## src/rtl/controlador_interrupciones_pkg.sv

```systemverilog
// Shared definitions for the interrupt controller: FSM state encoding,
// register map and saturating-counter helpers.
package controlador_interrupciones_pkg;

   localparam int ANCHO_VECTOR = 3;

   typedef enum logic [1:0] {
      REPOSO   = 2'd0,
      PETICION = 2'd1,
      SERVICIO = 2'd2
   } estado_t;

   localparam logic [1:0] DIR_MASCARA   = 2'd0;
   localparam logic [1:0] DIR_PENDIENTE = 2'd1;
   localparam logic [1:0] DIR_ESTADO    = 2'd2;
   localparam logic [1:0] DIR_PERDIDAS  = 2'd3;

   function automatic logic [3:0] cuenta_unos(input logic [7:0] v);
      logic [3:0] n;
      n = 4'd0;
      for (int i = 0; i < 8; i++) begin
         n = n + {3'd0, v[i]};
      end
      return n;
   endfunction

   function automatic logic [7:0] suma_saturada(input logic [7:0] cnt, input logic [3:0] inc);
      logic [8:0] s;
      s = {1'b0, cnt} + {5'd0, inc};
      return (s > 9'd255) ? 8'hFF : s[7:0];
   endfunction

endpackage

```

## src/rtl/controlador_interrupciones_codificador_prioridad.sv

```systemverilog
// Combinational priority encoder: lowest set request index wins.
module codificador_prioridad
   import controlador_interrupciones_pkg::*;
#(
   parameter int N = 8
) (
   input  logic [N-1:0]              peticion,
   output logic [ANCHO_VECTOR-1:0]   indice,
   output logic                      valido
);

   // Scan from the top so the lowest active index is the last one written
   always_comb begin
      indice = '0;
      valido = 1'b0;
      for (int i = N - 1; i >= 0; i--) begin
         indice = peticion[i] ? ANCHO_VECTOR'(i) : indice;
         valido = valido | peticion[i];
      end
   end

endmodule

```

## src/rtl/controlador_interrupciones.sv

```systemverilog
// Interrupt controller: edge-detected sources, W1C pending, mask, 3-state
// request/service handshake. Optional lost-edge counter: CTRL_INT_PERDIDAS_EN.
module controlador_interrupciones
   import controlador_interrupciones_pkg::*;
#(
   parameter int N_FUENTES = 8
) (
   input  logic                 clk,
   input  logic                 reset,
   input  logic [N_FUENTES-1:0] fuentes,
   input  logic                 we,
   input  logic [1:0]           dir,
   input  logic [7:0]           dato_in,
   output logic [7:0]           dato_out,
   output logic                 irq,
   output logic [2:0]           vector,
   input  logic                 ack,
   input  logic                 fin
);

   logic [N_FUENTES-1:0]    previo_r;
   logic [N_FUENTES-1:0]    bloqueo_r;
   logic [N_FUENTES-1:0]    pendiente_r;
   logic [N_FUENTES-1:0]    mascara_r;
   logic [N_FUENTES-1:0]    pendiente_sig_s;
   logic [N_FUENTES-1:0]    flanco_s;
   logic [N_FUENTES-1:0]    activo_s;
   estado_t                 estado_r;
   estado_t                 estado_sig_s;
   logic                    irq_r;
   logic                    irq_sig_s;
   logic [2:0]              vector_r;
   logic [2:0]              vector_sig_s;
   logic [ANCHO_VECTOR-1:0] indice_s;
   logic                    valido_s;
   logic                    ack_valido_s;
   logic [7:0]              perdidas_lect_s;
   logic [7:0]              mascara_ext_s;
   logic [7:0]              pendiente_ext_s;

   // bloqueo_r keeps a source that is high across reset from looking like an edge
   assign flanco_s     = fuentes & ~previo_r & ~bloqueo_r;
   assign activo_s     = pendiente_r & mascara_r;
   assign ack_valido_s = ack && (estado_r == PETICION);

   codificador_prioridad #(.N(N_FUENTES)) u_codificador (
      .peticion (activo_s),
      .indice   (indice_s),
      .valido   (valido_s)
   );

   always_ff @(posedge clk) begin
      if (!reset) begin
         previo_r  <= '0;
         bloqueo_r <= fuentes;
      end else begin
         previo_r  <= fuentes;
         bloqueo_r <= '0;
      end
   end

   // Clears first, then new edges, so a simultaneous set wins
   always_comb begin
      pendiente_sig_s = pendiente_r;
      if (we && (dir == DIR_PENDIENTE)) begin
         pendiente_sig_s = pendiente_sig_s & ~dato_in[N_FUENTES-1:0];
      end else begin
         pendiente_sig_s = pendiente_sig_s;
      end
      if (ack_valido_s) begin
         pendiente_sig_s[vector_r] = 1'b0;
      end else begin
         pendiente_sig_s = pendiente_sig_s;
      end
      pendiente_sig_s = pendiente_sig_s | flanco_s;
   end

   always_ff @(posedge clk) begin
      if (!reset) begin
         pendiente_r <= '0;
         mascara_r   <= '0;
      end else begin
         pendiente_r <= pendiente_sig_s;
         if (we && (dir == DIR_MASCARA)) begin
            mascara_r <= dato_in[N_FUENTES-1:0];
         end else begin
            mascara_r <= mascara_r;
         end
      end
   end

   always_ff @(posedge clk) begin
      if (!reset) begin
         estado_r <= REPOSO;
         irq_r    <= 1'b0;
         vector_r <= 3'd0;
      end else begin
         estado_r <= estado_sig_s;
         irq_r    <= irq_sig_s;
         vector_r <= vector_sig_s;
      end
   end

   always_comb begin
      estado_sig_s = estado_r;
      case (estado_r)
         REPOSO:   estado_sig_s = valido_s ? PETICION : REPOSO;
         PETICION: estado_sig_s = ack ? SERVICIO : PETICION;
         SERVICIO: estado_sig_s = fin ? REPOSO : SERVICIO;
         default:  estado_sig_s = REPOSO;
      endcase
   end

   // vector only moves when a request leaves REPOSO, so it is frozen through service
   always_comb begin
      irq_sig_s = (estado_sig_s == PETICION);
      if ((estado_r == REPOSO) && valido_s) begin
         vector_sig_s = indice_s;
      end else begin
         vector_sig_s = vector_r;
      end
   end

`ifdef CTRL_INT_PERDIDAS_EN
   logic [7:0] perdidas_r;
   logic [7:0] perdidos_s;

   always_comb begin
      perdidos_s = 8'h00;
      perdidos_s[N_FUENTES-1:0] = flanco_s & pendiente_r;
   end

   always_ff @(posedge clk) begin
      if (!reset) begin
         perdidas_r <= 8'h00;
      end else if (we && (dir == DIR_PERDIDAS)) begin
         perdidas_r <= 8'h00;
      end else begin
         perdidas_r <= suma_saturada(perdidas_r, cuenta_unos(perdidos_s));
      end
   end

   assign perdidas_lect_s = perdidas_r;
`else
   assign perdidas_lect_s = 8'h00;
`endif

   always_comb begin
      mascara_ext_s = 8'h00;
      mascara_ext_s[N_FUENTES-1:0] = mascara_r;
      pendiente_ext_s = 8'h00;
      pendiente_ext_s[N_FUENTES-1:0] = pendiente_r;
      case (dir)
         DIR_MASCARA:   dato_out = mascara_ext_s;
         DIR_PENDIENTE: dato_out = pendiente_ext_s;
         DIR_ESTADO:    dato_out = {3'b000, estado_r, vector_r};
         DIR_PERDIDAS:  dato_out = perdidas_lect_s;
         default:       dato_out = 8'h00;
      endcase
   end

   assign irq    = irq_r;
   assign vector = vector_r;

endmodule
```

## config.mk

```make
export PLATFORM = sky130hd
export DESIGN_NAME = controlador_interrupciones
export DESIGN_NICKNAME = d
export VERILOG_FILES = /design/src/rtl/controlador_interrupciones_pkg.sv /design/src/rtl/controlador_interrupciones_codificador_prioridad.sv /design/src/rtl/controlador_interrupciones.sv
export SDC_FILE = /design/constraint.sdc
export NUM_CORES = 1
export LEC_CHECK = 0
export ABC_CLOCK_PERIOD_IN_PS = 1910
export BUFFER_PORTS_ARGS = -buffer_cell sky130_fd_sc_hd__buf_2
export CORE_MARGIN = 2
export CORE_UTILIZATION = 35
export CTS_CLUSTER_DIAMETER = 30
export CTS_CLUSTER_SIZE = 8
export DETAILED_ROUTE_END_ITERATION = 7
export HOLD_SLACK_MARGIN = 0.15
export PLACE_DENSITY = 0.59
export SETUP_SLACK_MARGIN = 0.5
export SYNTH_ARGS = -nofsm -noshare
export SYNTH_HDL_FRONTEND = slang
export SYNTH_HIERARCHICAL = 1
export SYNTH_SLANG_ARGS = --single-unit
```

## constraint.sdc

```tcl
create_clock -name clk -period 1.91 [get_ports clk]
set_input_delay 0.0955 -clock clk [delete_from_list [all_inputs] [get_ports clk]]
set_output_delay 0.0955 -clock clk [all_outputs]
set_load 0.02 [all_outputs]
```

==> impl_metrics.env <==
export IMPL_synth_most_common_cell="dfxtp_1"
export IMPL_antenna_cells=0
export IMPL_final_cells=298
export IMPL_avgSynthCellArea_um2=9.87
export IMPL_cp_slowest_stage_delay_ps=330
export IMPL_hold_viol=0
export IMPL_comb_power_share=0.126
export IMPL_start_util=0.366
export IMPL_path_cells="and2_4 -> nor4_4 -> nand3_1 -> nor3b_4 -> mux2i_1 -> nor2b_1"
export IMPL_port_buffer_count=34
export IMPL_grt_ovfl_total=0
export IMPL_peakVddDrop_mv=0.340
export IMPL_worstMarginPinSlew_ps=582
export IMPL_cp_required_ps=2090
export IMPL_rsz0062_at_grt="true"
export IMPL_wl_per_cell_um=12.5
export IMPL_gp_congestion=0.802
export IMPL_tritoncts="done"
export IMPL_synth_nets=199
export IMPL_drt_pass1_iter_count=4
export IMPL_fin_skew_ps=6.29
export IMPL_yosysUniqueCellTypes=33
export IMPL_die_h_um=74.5
export IMPL_post_route_period_util=0.738
export IMPL_ant_nets=0
export IMPL_crit_arrival_ps=1590
export IMPL_cp_num_buf_inv=0
export IMPL_maxSlewViolCount=0
export IMPL_cellPowerDensity_nw_per_um2=768
export IMPL_outcome="finished, final reports clean"
export IMPL_critical_path_startpoint_type="flop"
export IMPL_avgViaCountPerCell=4.59
export IMPL_drc=0
export IMPL_async_flop_share=0
export IMPL_grt_max_degree=39
export IMPL_seq_power_share=0.495
export IMPL_path_delay_family="simple AND/OR/NAND/NOR gates"
export IMPL_switchingPower_mw=0.405
export IMPL_synthTopCellsByArea="dfxtp_1 (44%), mux2i_1 (12%), nor2b_1 (8.3%)"
export IMPL_drive_gt1_frac=0.281
export IMPL_min_path_type="in -> reg"
export IMPL_setup_viol=0
export IMPL_dp_slack_ps=446
export IMPL_tns_ps=0
export IMPL_dp_hpwl_mm=2.60
export IMPL_maxSlewHeadroom=0.612
export IMPL_clockPowerShare=0.378
export IMPL_p_leak_nw=0.993
export IMPL_synth_edff_count=0
export IMPL_syn_cell_area_um2=1740
export IMPL_synthTopCellsByCount="dfxtp_1 (38), nor2b_1 (23), mux2i_1 (20)"
export IMPL_p_sw_frac=0.232
export IMPL_clock_sinks=38
export IMPL_area_growth_pct=30.8
export IMPL_nFillCells=484
export IMPL_die_w_um=74.5
export IMPL_path_max_fanout=3
export IMPL_yosysTopAreaCellShare=0.438
export IMPL_ios=35
export IMPL_clock_latency_ps=290
export IMPL_cts_made_buffers=5
export IMPL_min_period_ps=1410
export IMPL_ys_seq_area_frac=0.438
export IMPL_whs_ps=299
export IMPL_setup_ws_ps=500
export IMPL_grtUsageTotal=0.149
export IMPL_grt_pass1_vias=1278
export IMPL_cts_clk_slew_worst_paths_ps=70
export IMPL_cts_buffer_depth=2
export IMPL_synth_top_cell_by_area="dfxtp_1"
export IMPL_synthCells=176
export IMPL_htree_levels=2
export IMPL_antenna_found_initial=0
export IMPL_synth_ff_type="dfxtp_1"
export IMPL_intPower_mw=1.34
export IMPL_placed_cells=270
export IMPL_critical_path_class="reg -> reg"
export IMPL_num_vias=1367
export IMPL_clock_root_buffer="clkbuf_8"
export IMPL_fmax_mhz=709
export IMPL_fp_coreArea_um2=4750
export IMPL_dieArea_um2=5550
export IMPL_grt_pass1_wl_mm=6.04
export IMPL_ys_warn_count=6
export IMPL_cp_end_kind="flop"
export IMPL_rows=25
export IMPL_drtIter0Drc=45
export IMPL_fin_nets=253
export IMPL_cp_slowest_cell="dfxtp_2"
export IMPL_maxCapViolCount=0
export IMPL_ys_ff_latch=38
export IMPL_wl_mm=3.73
## logic make-up after synthesis
logic type	share of synthesized area
flops	0.438
mux	0.115
simple gates	0.280
buf+inv	0.0389
compound gates	0.128
## cells in the final DEF, fill, tap and decap left out, types with 6 or more instances in the layout
cell type	Yosys	routed
a21o_1	6	6
buf_2	0	34
dlygate4sd3_1	0	18
nor2b_1	23	23
nor2_1	15	15
and2_1	15	11
dfxtp_1	38	34
nand2_1	13	13
mux2i_1	20	20
## stage by stage
stage / utilization / area, um^2 / power [mW]
CTS: 0.476 / 2260 / 1.77
finish: 0.478 / 2270 / 1.75
global placement: 0.408 / 1940 / 1.07
floorplan: - / 1740 / 1.01
global route: 0.478 / 2270 / 1.84
detailed placement: 0.408 / 1940 / 1.07
## layout make-up
cell class | instances | area, um^2 | share of cell area
tap | 67 | 83.8 | 0.0369
timing repair buffer | 55 | 373 | 0.164
clock buffer | 5 | 68.8 | 0.0303
sequential | 38 | 766 | 0.337
multi-input combinational | 128 | 935 | 0.411
clock inverter | 3 | 40.0 | 0.0176
inverter | 2 | 7.51 | 0.00330
## worst register-to-register path, stage by stage, from the launching register on
cell and delay, ps:
dfxtp_2 330, and2_4 170, nor4_4 270, nand3_1 120, nor3b_4 190, mux2i_1 170, nor2b_1 60
## path summary, 6_finish.rpt
| kind | startpoint | end | slack [ps] | cells after the start |
|---|---|---|---|---|
| hold / removal | reset | bloqueo_r[0] | 300 | 2 |
| setup / recovery | pendiente_ext_s[6] | vector[2] | 500 | 6 |
| setup reg to reg | pendiente_ext_s[6] | vector[2] | 500 | 6 |
| hold reg to reg | bloqueo_r[1] | pendiente_ext_s[1] | 500 | 2 |
## power by group through the flow
| stage | Combinational (mW) | Sequential, mW | Clock [mW] |
|---|---|---|---|
| 6_report | 0.221 | 0.865 | 0.661 |
| 5_1_grt | 0.245 | 0.871 | 0.721 |
| 4_1_cts | 0.224 | 0.863 | 0.685 |
| 3_5_place_dp | 0.188 | 0.880 | 0 |
| 3_3_place_gp | 0.188 | 0.879 | 0 |
| 2_1_floorplan | 0.135 | 0.875 | 0 |
## state kept, by name (all words and copies together) (netlist names)
name	count
bloqueo_r	8
pendiente_ext_s	8
estado_r	2
vector	3
mascara_ext_s	8
previo_r	8
irq	1
## timing repair
action	in CTS	in global routing
hold buffers	18	0
setup endpoints to repair	3	6
resized for setup	5	6
hold endpoints to repair	32	0
cloned	0	0
buffers inserted	2	0
pin swaps	2	2
## metal layers
| layer | GRT usage | share of wire |
|---|---|---|
| met1 | 0.181 | 0.47 |
| met2 | 0.250 | 0.48 |
| met3 | 0.0407 | 0.025 |
| met4 | 0.0595 | 0.019 |
| met5 | 0 | 0 |
(Power assumes the default switching activity.)
